<file path="config.mk">
export PLATFORM = sky130hd
export DESIGN_NAME = pipe_stage_reg_flat
export DESIGN_NICKNAME = d
export VERILOG_FILES = /design/src/rtl/pipe_stage_reg_if.sv /design/src/rtl/pipe_stage_reg.sv /design/src/flat_wrapper.sv
export SDC_FILE = /design/constraint.sdc
export NUM_CORES = 1
export LEC_CHECK = 0
export BUFFER_PORTS_ARGS = -buffer_cell sky130_fd_sc_hd__buf_2
export CORE_MARGIN = 2
export CORE_UTILIZATION = 58
export CTS_CLUSTER_DIAMETER = 150
export DETAILED_ROUTE_END_ITERATION = 7
export PLACE_DENSITY = 0.85
export SLEW_MARGIN = 10
export SYNTH_ARGS = -nofsm -noshare
export SYNTH_HDL_FRONTEND = slang
export SYNTH_SLANG_ARGS = --single-unit
</file>
<file path="constraint.sdc">
create_clock -name clk -period 5.13 [get_ports clk]
set_clock_uncertainty 0.05 [all_clocks]
set_input_delay 1.2825 -clock clk [delete_from_list [all_inputs] [get_ports clk]]
set_output_delay 1.2825 -clock clk [all_outputs]
set_load 0.05 [all_outputs]
</file>
<file path="src/rtl/pipe_stage_reg_if.sv">
// Handshake bundle for pipe_stage_reg.
// slave = the stage itself, master = the surrounding logic.
interface pipe_stage_reg_if #(
  parameter int WIDTH  = 32,
  parameter int NUM_CH = 2,
  parameter int CNT_W  = 16
);
  logic                    in_valid;
  logic                    in_ready;
  logic [WIDTH-1:0]        pc_in;
  logic [WIDTH-1:0]        instruction_in;
  logic [NUM_CH*WIDTH-1:0] data_in;
  logic                    out_valid;
  logic                    out_ready;
  logic [WIDTH-1:0]        pc_out;
  logic [WIDTH-1:0]        instruction_out;
  logic [NUM_CH*WIDTH-1:0] data_out;
  logic [CNT_W-1:0]        stall_count;

  modport slave (
    input  in_valid, pc_in, instruction_in, data_in,
    input  out_ready,
    output in_ready, out_valid,
    output pc_out, instruction_out, data_out,
    output stall_count
  );

  modport master (
    output in_valid, pc_in, instruction_in, data_in,
    output out_ready,
    input  in_ready, out_valid,
    input  pc_out, instruction_out, data_out,
    input  stall_count
  );
endinterface

</file>
<file path="src/rtl/pipe_stage_reg.sv">
// Inter-stage register with 2-entry skid buffer,
// flush-to-NOP and saturating stall counter.
module pipe_stage_reg #(
  parameter int               WIDTH     = 32,
  parameter int               NUM_CH    = 2,
  parameter logic [WIDTH-1:0] NOP_INSTR = '0,
  parameter int               CNT_W     = 16
) (
  input logic            clk,
  input logic            reset,
  input logic            flush,
  pipe_stage_reg_if.slave bus
);

  localparam int DW = NUM_CH * WIDTH;

  if (NUM_CH < 1 || WIDTH < 1) begin : g_illegal
    $error("pipe_stage_reg: NUM_CH and WIDTH must be >= 1");
  end

  logic             main_valid;
  logic             skid_valid;
  logic [WIDTH-1:0] main_pc;
  logic [WIDTH-1:0] main_instr;
  logic [DW-1:0]    main_data;
  logic [WIDTH-1:0] skid_pc;
  logic [WIDTH-1:0] skid_instr;
  logic [DW-1:0]    skid_data;
  logic [CNT_W-1:0] stall_cnt;

  logic push;
  logic pop;
  logic stall;
  logic main_valid_n;
  logic skid_valid_n;
  logic ld_main_in;
  logic ld_main_skid;
  logic ld_skid;
  logic nop_main;

  assign push  = bus.in_valid & ~skid_valid;
  assign pop   = main_valid & bus.out_ready;
  assign stall = bus.in_valid & skid_valid;

  // next occupancy and which register loads from where
  always_comb begin
    main_valid_n = main_valid;
    skid_valid_n = skid_valid;
    ld_main_in   = 1'b0;
    ld_main_skid = 1'b0;
    ld_skid      = 1'b0;
    nop_main     = 1'b0;
    if (flush) begin
      main_valid_n = 1'b0;
      skid_valid_n = 1'b0;
      nop_main     = 1'b1;
    end else begin
      case ({main_valid, skid_valid})
        2'b00: begin
          if (push) begin
            main_valid_n = 1'b1;
            ld_main_in   = 1'b1;
          end
        end
        2'b10: begin
          if (push && pop) begin
            ld_main_in = 1'b1;
          end else if (push) begin
            skid_valid_n = 1'b1;
            ld_skid      = 1'b1;
          end else if (pop) begin
            main_valid_n = 1'b0;
            nop_main     = 1'b1;
          end
        end
        2'b11: begin
          if (pop) begin
            skid_valid_n = 1'b0;
            ld_main_skid = 1'b1;
          end
        end
        default: begin
          main_valid_n = 1'b0;
          skid_valid_n = 1'b0;
          nop_main     = 1'b1;
        end
      endcase
    end
  end

  // entry storage; main_instr is kept at NOP whenever main is empty
  always_ff @(posedge clk or negedge reset) begin
    if (!reset) begin
      main_valid <= 1'b0;
      skid_valid <= 1'b0;
      main_pc    <= '0;
      main_instr <= NOP_INSTR;
      main_data  <= '0;
      skid_pc    <= '0;
      skid_instr <= '0;
      skid_data  <= '0;
    end else begin
      main_valid <= main_valid_n;
      skid_valid <= skid_valid_n;
      if (ld_main_in) begin
        main_pc    <= bus.pc_in;
        main_instr <= bus.instruction_in;
        main_data  <= bus.data_in;
      end else if (ld_main_skid) begin
        main_pc    <= skid_pc;
        main_instr <= skid_instr;
        main_data  <= skid_data;
      end else if (nop_main) begin
        main_instr <= NOP_INSTR;
      end
      if (ld_skid) begin
        skid_pc    <= bus.pc_in;
        skid_instr <= bus.instruction_in;
        skid_data  <= bus.data_in;
      end
    end
  end

  // stall counter saturates; only reset clears it
  always_ff @(posedge clk or negedge reset) begin
    if (!reset) begin
      stall_cnt <= '0;
    end else if (stall && stall_cnt != {CNT_W{1'b1}}) begin
      stall_cnt <= stall_cnt + CNT_W'(1);
    end
  end

  assign bus.in_ready        = ~skid_valid;
  assign bus.out_valid       = main_valid;
  assign bus.pc_out          = main_pc;
  assign bus.instruction_out = main_instr;
  assign bus.data_out        = main_data;
  assign bus.stall_count     = stall_cnt;

endmodule

</file>
<file path="src/flat_wrapper.sv">
// flat-port wrapper written by rule: the top's interface ports become plain ports
module pipe_stage_reg_flat 
#(
  parameter int               WIDTH     = 32,
  parameter int               NUM_CH    = 2,
  parameter logic [WIDTH-1:0] NOP_INSTR = '0,
  parameter int               CNT_W     = 16
)
  (clk, reset, flush, bus_in_valid, bus_pc_in, bus_instruction_in, bus_data_in, bus_out_ready, bus_in_ready, bus_out_valid, bus_pc_out, bus_instruction_out, bus_data_out, bus_stall_count);
  pipe_stage_reg_if #(.WIDTH(WIDTH), .NUM_CH(NUM_CH), .CNT_W(CNT_W)) bus_i ();
  input logic clk;
  input logic reset;
  input logic flush;
  input wire logic [$bits(bus_i.in_valid)-1:0] bus_in_valid;
  input wire logic [$bits(bus_i.pc_in)-1:0] bus_pc_in;
  input wire logic [$bits(bus_i.instruction_in)-1:0] bus_instruction_in;
  input wire logic [$bits(bus_i.data_in)-1:0] bus_data_in;
  input wire logic [$bits(bus_i.out_ready)-1:0] bus_out_ready;
  output wire logic [$bits(bus_i.in_ready)-1:0] bus_in_ready;
  output wire logic [$bits(bus_i.out_valid)-1:0] bus_out_valid;
  output wire logic [$bits(bus_i.pc_out)-1:0] bus_pc_out;
  output wire logic [$bits(bus_i.instruction_out)-1:0] bus_instruction_out;
  output wire logic [$bits(bus_i.data_out)-1:0] bus_data_out;
  output wire logic [$bits(bus_i.stall_count)-1:0] bus_stall_count;
  assign bus_i.in_valid = bus_in_valid;
  assign bus_i.pc_in = bus_pc_in;
  assign bus_i.instruction_in = bus_instruction_in;
  assign bus_i.data_in = bus_data_in;
  assign bus_i.out_ready = bus_out_ready;
  assign bus_in_ready = bus_i.in_ready;
  assign bus_out_valid = bus_i.out_valid;
  assign bus_pc_out = bus_i.pc_out;
  assign bus_instruction_out = bus_i.instruction_out;
  assign bus_data_out = bus_i.data_out;
  assign bus_stall_count = bus_i.stall_count;
  pipe_stage_reg #(.WIDTH(WIDTH), .NUM_CH(NUM_CH), .NOP_INSTR(NOP_INSTR), .CNT_W(CNT_W)) u_core (.clk(clk), .reset(reset), .flush(flush), .bus(bus_i));
endmodule
</file>
# Yosys cells after proc, flatten, opt, wreduce, memory -nomap -nowiden
# Index checks and enable logic that the tools add are counted.
op_classes:
  n_reduce_logical: 8
  n_addsub: 1
  mux: 30
  n_eq_ne: 11
  bitwise: 4
ops:
  columns: ["operator", "n"]
  rows:
  - ["$mux 32", 5]
  - ["$mux 64", 2]
  - ["$mux 1", 19]
  - ["$add 16x1->16 const B", 1]
  - ["$ne 16x16->1 const B", 1]
  - ["$ne 3x2->1 const B", 4]
  - ["$ne 3x3->1 const B", 2]
  - ["$pmux 1 s3", 2]
  - ["$reduce_and 5->1", 1]
  - ["$eq 2x2->1 const B", 2]
  - ["$ne 2x2->1 const B", 2]
  - ["$pmux 1 s2", 2]
  - ["$reduce_and 4->1", 1]
  - ["$and 1x1->1", 3]
  - ["$reduce_bool 3->1", 1]
  - ["$logic_and 1x1->1", 2]
  - ["$logic_not 2->1", 1]
  - ["$reduce_bool 2->1", 1]
  - ["$reduce_or 2->1", 1]
  - ["$not 1->1", 1]
totals:
  input_bits: 133
  reg_bits: 274
  output_inout_bits: 146

# Longest topological paths before layout
depth:
  word_depth: 9
  mapped_depth: 10

# Worst setup path after synthesis
# No wires, ideal clock.
synth_path:
  path_type: "input-to-reg"
  from: "input port bus_out_ready"
  to: "register u_core.main_instr[26], in the netlist u_core.bus.instruction_out[26]"
  required_time_ns: 4.954
  path_slack_ns: 2.754
  cell_stages: 6
  t_arrival_ns: 2.200
  path_cell_list: "a31oi_1 -> nand2b_1 -> buf_2 -> buf_6 -> and3_1 -> a221o_1"
synth_via:
  elab_chain_len: 7
synth_lines:
  columns: ["element", "line_no", "text"]
  rows:
  - ["from (decl)", "flat_wrapper.sv:18", "input wire logic [$bits(bus_i.out_ready)-1:0] bus_out_ready;"]
  - ["$and 1x1->1 (*)", "pipe_stage_reg.sv:42", "assign pop = main_valid & bus.out_ready;"]
  - ["$mux 1", "pipe_stage_reg.sv:71, pipe_stage_reg.sv:77", null]
  - ["$mux 1", "pipe_stage_reg.sv:68", "end else if (push) begin"]
  - ["$mux 1", "pipe_stage_reg.sv:66", "if (push && pop) begin"]
  - ["$pmux 1 s2", "pipe_stage_reg.sv:58", "case ({main_valid, skid_valid})"]
  - ["$mux 1", "pipe_stage_reg.sv:53", "if (flush) begin"]
  - ["$reduce_bool 3->1 (no line)", null, null]
  - ["to (signal assigned)", "pipe_stage_reg.sv:107", "main_instr <= bus.instruction_in;"]
  - ["to (signal assigned)", "pipe_stage_reg.sv:111", "main_instr <= skid_instr;"]
  - ["to (decl)", "pipe_stage_reg.sv:24", "logic [WIDTH-1:0] main_instr;"]
# Every way passes the cells marked *; elsewhere a longest branch is shown, timed or not.
# A chain may end at the register's enable or synchronous reset.

# Final worst setup path
layout_path:
  from: "register u_core.skid_valid"
  to: "register u_core.main_data[30], in the netlist u_core.bus.data_out[30]"
layout_via:
  elab_chain_len: 7
layout_lines:
  columns: ["element", "line_no", "text"]
  rows:
  - ["from (decl)", "pipe_stage_reg.sv:22", "logic skid_valid;"]
  - ["from (signal assigned)", "pipe_stage_reg.sv:104", "skid_valid <= skid_valid_n;"]
  - ["$not 1->1", "pipe_stage_reg.sv:41", "assign push = bus.in_valid & ~skid_valid;"]
  - ["$and 1x1->1", "pipe_stage_reg.sv:41", null]
  - ["$logic_and 1x1->1", "pipe_stage_reg.sv:66", null]
  - ["$mux 1", "pipe_stage_reg.sv:66", null]
  - ["$pmux 1 s2", "pipe_stage_reg.sv:58", null]
  - ["$mux 1", "pipe_stage_reg.sv:53", null]
  - ["$mux 64 or $reduce_bool 2->1 (tied branches)", null, null]
  - ["to (signal assigned)", "pipe_stage_reg.sv:108", "main_data <= bus.data_in;"]
  - ["to (signal assigned)", "pipe_stage_reg.sv:112", "main_data <= skid_data;"]
  - ["to (decl)", "pipe_stage_reg.sv:25", "logic [DW-1:0] main_data;"]
# Parallel ways exist; a longest one is shown, timed or not.

==> run summary <==
Std-Cell Rows: 51
post-layout instance count excluding filler cells: 1800
I/O pin total: 279
slack of the critical path: 1.96 ns
final routed wire length divided by cell count: 16.8 µm
number of clock buffers inserted by TritonCTS: 28
Die X: 145 µm
maximum resistive drop on vdd: 0.279 mV
vias in the first global route: 9846
final-layout setup total negative slack: 0 ns
clk_lat worst skew: 0.53 ns
Final Hold Vio Count: 0
number of setup buffers added after CTS: 0
routed wire length: 30.3 mm
largest driver fanout on the critical path: 150
number of DRC markers after the initial detailed-route iteration: 791
Die Outline Area: 0.0212 mm²
number of warnings printed during yosys synthesis: 0
terminus of the critical flop-to-flop path: u_core.bus.data_out[30]
Worst Setup End Kind: flip-flop
number of sinks handled by clock tree synthesis: 274
total congestion overflow: 0
hold path startpoint: u_core.skid_instr[15]
sequential element share of the synthesized area: 59.1%
Final ANT Viol Nets: 0
share of cells above drive strength 1: 22.6%
worst hold margin: 0.414 ns
number of stages on the worst hold path: 2
number of unique standard cell types used by synthesis: 42
Tmin final: 3.17 ns
starting density of the core: 59.5%
leakage power summed over all cells: 7.44 nW
proportion of power drawn by flip-flops and latches: 45.5%
Pre-antenna DRT Iters: 7
Finish-stage setup viols: 0
initial antenna violation count: 5
design internal power: 4.30 mW
post-placement cell count: 1747
switching power total: 2.28 mW
Max H-tree Level: 1
hold_buf cts: 0
fraction of power spent switching nets: 34.6%
vias: 10129
combinational group share of total power: 23.9%
TritonCTS clock tree: done
worst reg-to-reg setup slack: 1.96 ns
run status: finished clean
setup repair after global routing missed its margin: false
Hold EP: u_core.skid_instr[15]
classification of the worst-slack hold path: flip-flop to flip-flop
final estimated routing congestion in global placement: 0.914
crit path launch type: flip-flop
largest net degree at the start of global routing: 151
post_cts resized: 0
number of synthesized register bits: 274
area leader, netlist: dfrtp_1
top post-synthesis cells by area: dfrtp_1, nand2_1, a31oi_1
Req. time, crit path: 5.51 ns
total global routing track utilization: 28.1%
half-perimeter wire length after placement: 19.1 mm
area delta synth->final: 20.3%
chip height: 145 µm
global-route wire length before repair: 49.6 mm
Final #Nets: 1649
mean cell area of the mapped netlist: 9.08 µm²
Setup Slack @ Placement: 1.51 ns
Synth Cell Area: 0.0116 mm²
launch point of the worst reg-to-reg path: u_core.skid_valid
power density of the placed cells: 471 mW/mm²
synthesized instance count: 1279
maximum clock rate: 315 MHz
data arrival time of the worst path: 3.55 ns
number of buffers between clock root and the deepest sink: 3
number of DRC violations after detailed routing: 0
Clock Power Share: 30.5%
Worst Tran Pin Value: 0.963 ns
max capacitance violation total: 0
number of nets in the synthesized netlist: 1416
number of buffers inserted by port buffering: 278
cell at the root of the clock tree: clkbuf_16
Clock transition at path regs: 0.06 ns
relative slew slack: 35.5%
CP Class: flip-flop to flip-flop
fraction of the cycle the final worst path needs: 61.9%
Core Region: 0.0195 mm²
Synth top area share: 59.1%
worst r2r path cells: 7
per-cell via count in the routed design: 5.63
Slew Limit Fails: 0
worst max path at each step:
stage,from,end,depth (start not counted)
5_1_grt,u_core.skid_valid,u_core.bus.data_out[30],7
3_3_place_gp,flush,u_core.skid_data[61],6
2_1_floorplan,bus_out_ready,u_core.bus.instruction_out[26],6
4_1_cts,u_core.skid_valid,u_core.bus.data_out[30],7
6_report,u_core.skid_valid,u_core.bus.data_out[30],7
3_5_place_dp,flush,u_core.skid_data[36],6
power groups by stage:
stage | logic, mW | registers (mW) | clock network [mW]
floorplan | 0.527 | 3.56 | 0
global placement | 1.52 | 2.99 | 0
detailed placement | 1.58 | 3.01 | 0
CTS | 1.58 | 2.98 | 2.04
global route | 1.71 | 3.05 | 2.12
finish | 1.57 | 2.99 | 2.01
cells by family (layout without fill, tap and decap cells):
logic type / Yosys count / in the layout / synth area share [%]
buffers and inverters: 90 / 342 / 4.13
other: 0 / 4 / 0
AO/OA/AOI/OAI: 149 / 149 / 9.33
adder cells (fa/ha/maj): 4 / 4 / 0.431
multiplexers: 3 / 3 / 0.280
flip-flops: 274 / 274 / 59.1
XOR/XNOR: 10 / 10 / 0.755
AND/OR/NAND/NOR: 749 / 749 / 26.0
cells in the final DEF (no fill, tap or decap), types with 2 or more instances in the layout:
cell type | Yosys | routed
nand2_1 | 585 | 585
buf_2 | 44 | 277
dfrtp_1 | 274 | 274
a31oi_1 | 101 | 101
nor2_1 | 101 | 101
and3_1 | 34 | 33
a221o_1 | 32 | 32
clkbuf_16 | 0 | 29
xor2_1 | 7 | 7
a21oi_1 | 7 | 7
buf_4 | 13 | 7
clkinv_2 | 0 | 6
clkbuf_1 | 24 | 6
nor3_1 | 5 | 5
diode_2 | 0 | 4
inv_1 | 4 | 4
nand3_1 | 5 | 4
ha_1 | 4 | 4
clkbuf_8 | 0 | 4
buf_12 | 0 | 4
xnor2_1 | 3 | 3
nand4b_1 | 2 | 2
o21a_1 | 2 | 2
nand4_1 | 2 | 2
and4_1 | 2 | 2
bufinv_16 | 0 | 2
per-stage QoR:
stage	cell area [µm²]	total power [mW]	util, %
after floorplan	11600	4.09	-
after global placement	13000	4.51	66.8
after detailed placement	13000	4.59	66.8
after CTS	14000	6.60	71.5
after global routing	14000	6.88	71.5
final	14000	6.57	71.5
synthesized netlist by cell type:
cell,n
xnor2_1,3
nand4b_1,2
clkbuf_1,24
nand2_1,585
xor2_1,7
mux2_2,1
nor4_2,1
a311oi_1,1
a221oi_1,1
o21ai_0,1
nor2_4,1
or2_1,1
o21a_1,2
a31oi_1,101
a211o_1,1
buf_4,13
buf_6,5
inv_1,4
a2111oi_2,1
buf_2,44
ha_1,4
a221o_1,32
mux2_1,1
nor4_1,1
a211oi_1,1
nor2_1,101
mux2i_1,1
nand4_2,1
nor3_2,1
and4_1,2
nand3_2,1
a2111oi_4,1
nand2b_1,2
nor2b_1,1
nor3_1,5
dfrtp_1,274
nand4_1,2
nand4_4,1
nand3_1,5
a21oi_1,7
nor3b_2,2
and3_1,34
final cells by class:
type | instances | area [µm²]
antenna | 4 | 10.0
clock buffer | 39 | 803
clock inverter | 10 | 106
fill | 1449 | 5560
inverter | 4 | 15.0
multi-input combinational | 915 | 4310
sequential | 274 | 6860
tap | 265 | 332
timing repair buffer | 289 | 1530
flip-flops by register name, summed over array words and instances (netlist names):
register,cells
u_core.bus.pc_out,32
u_core.skid_instr,32
u_core.bus.stall_count,16
u_core.skid_pc,32
u_core.bus.data_out,64
u_core.bus.instruction_out,32
u_core.skid_valid,1
u_core.skid_data,64
u_core.bus.out_valid,1
critical path: stages, from the launching register on:
cell      delay (ns)
dfrtp_1         0.53
inv_1           0.13
ha_1            0.29
a31oi_1         0.35
nand2b_4        0.68
buf_12          0.47
nor2_1          0.13
a31oi_1         0.22
metal layers:
layer	wire (µm)	track usage, %	share of wire [%]	vias up
met5	13	0	0.043	-
met4	1000	10.7	3.3	2
met3	2440	4.67	8.1	72
met2	14600	45.2	48	523
met1	12300	38.9	41	4864
li1	-	-	-	4668
(Power assumes the default switching activity.)
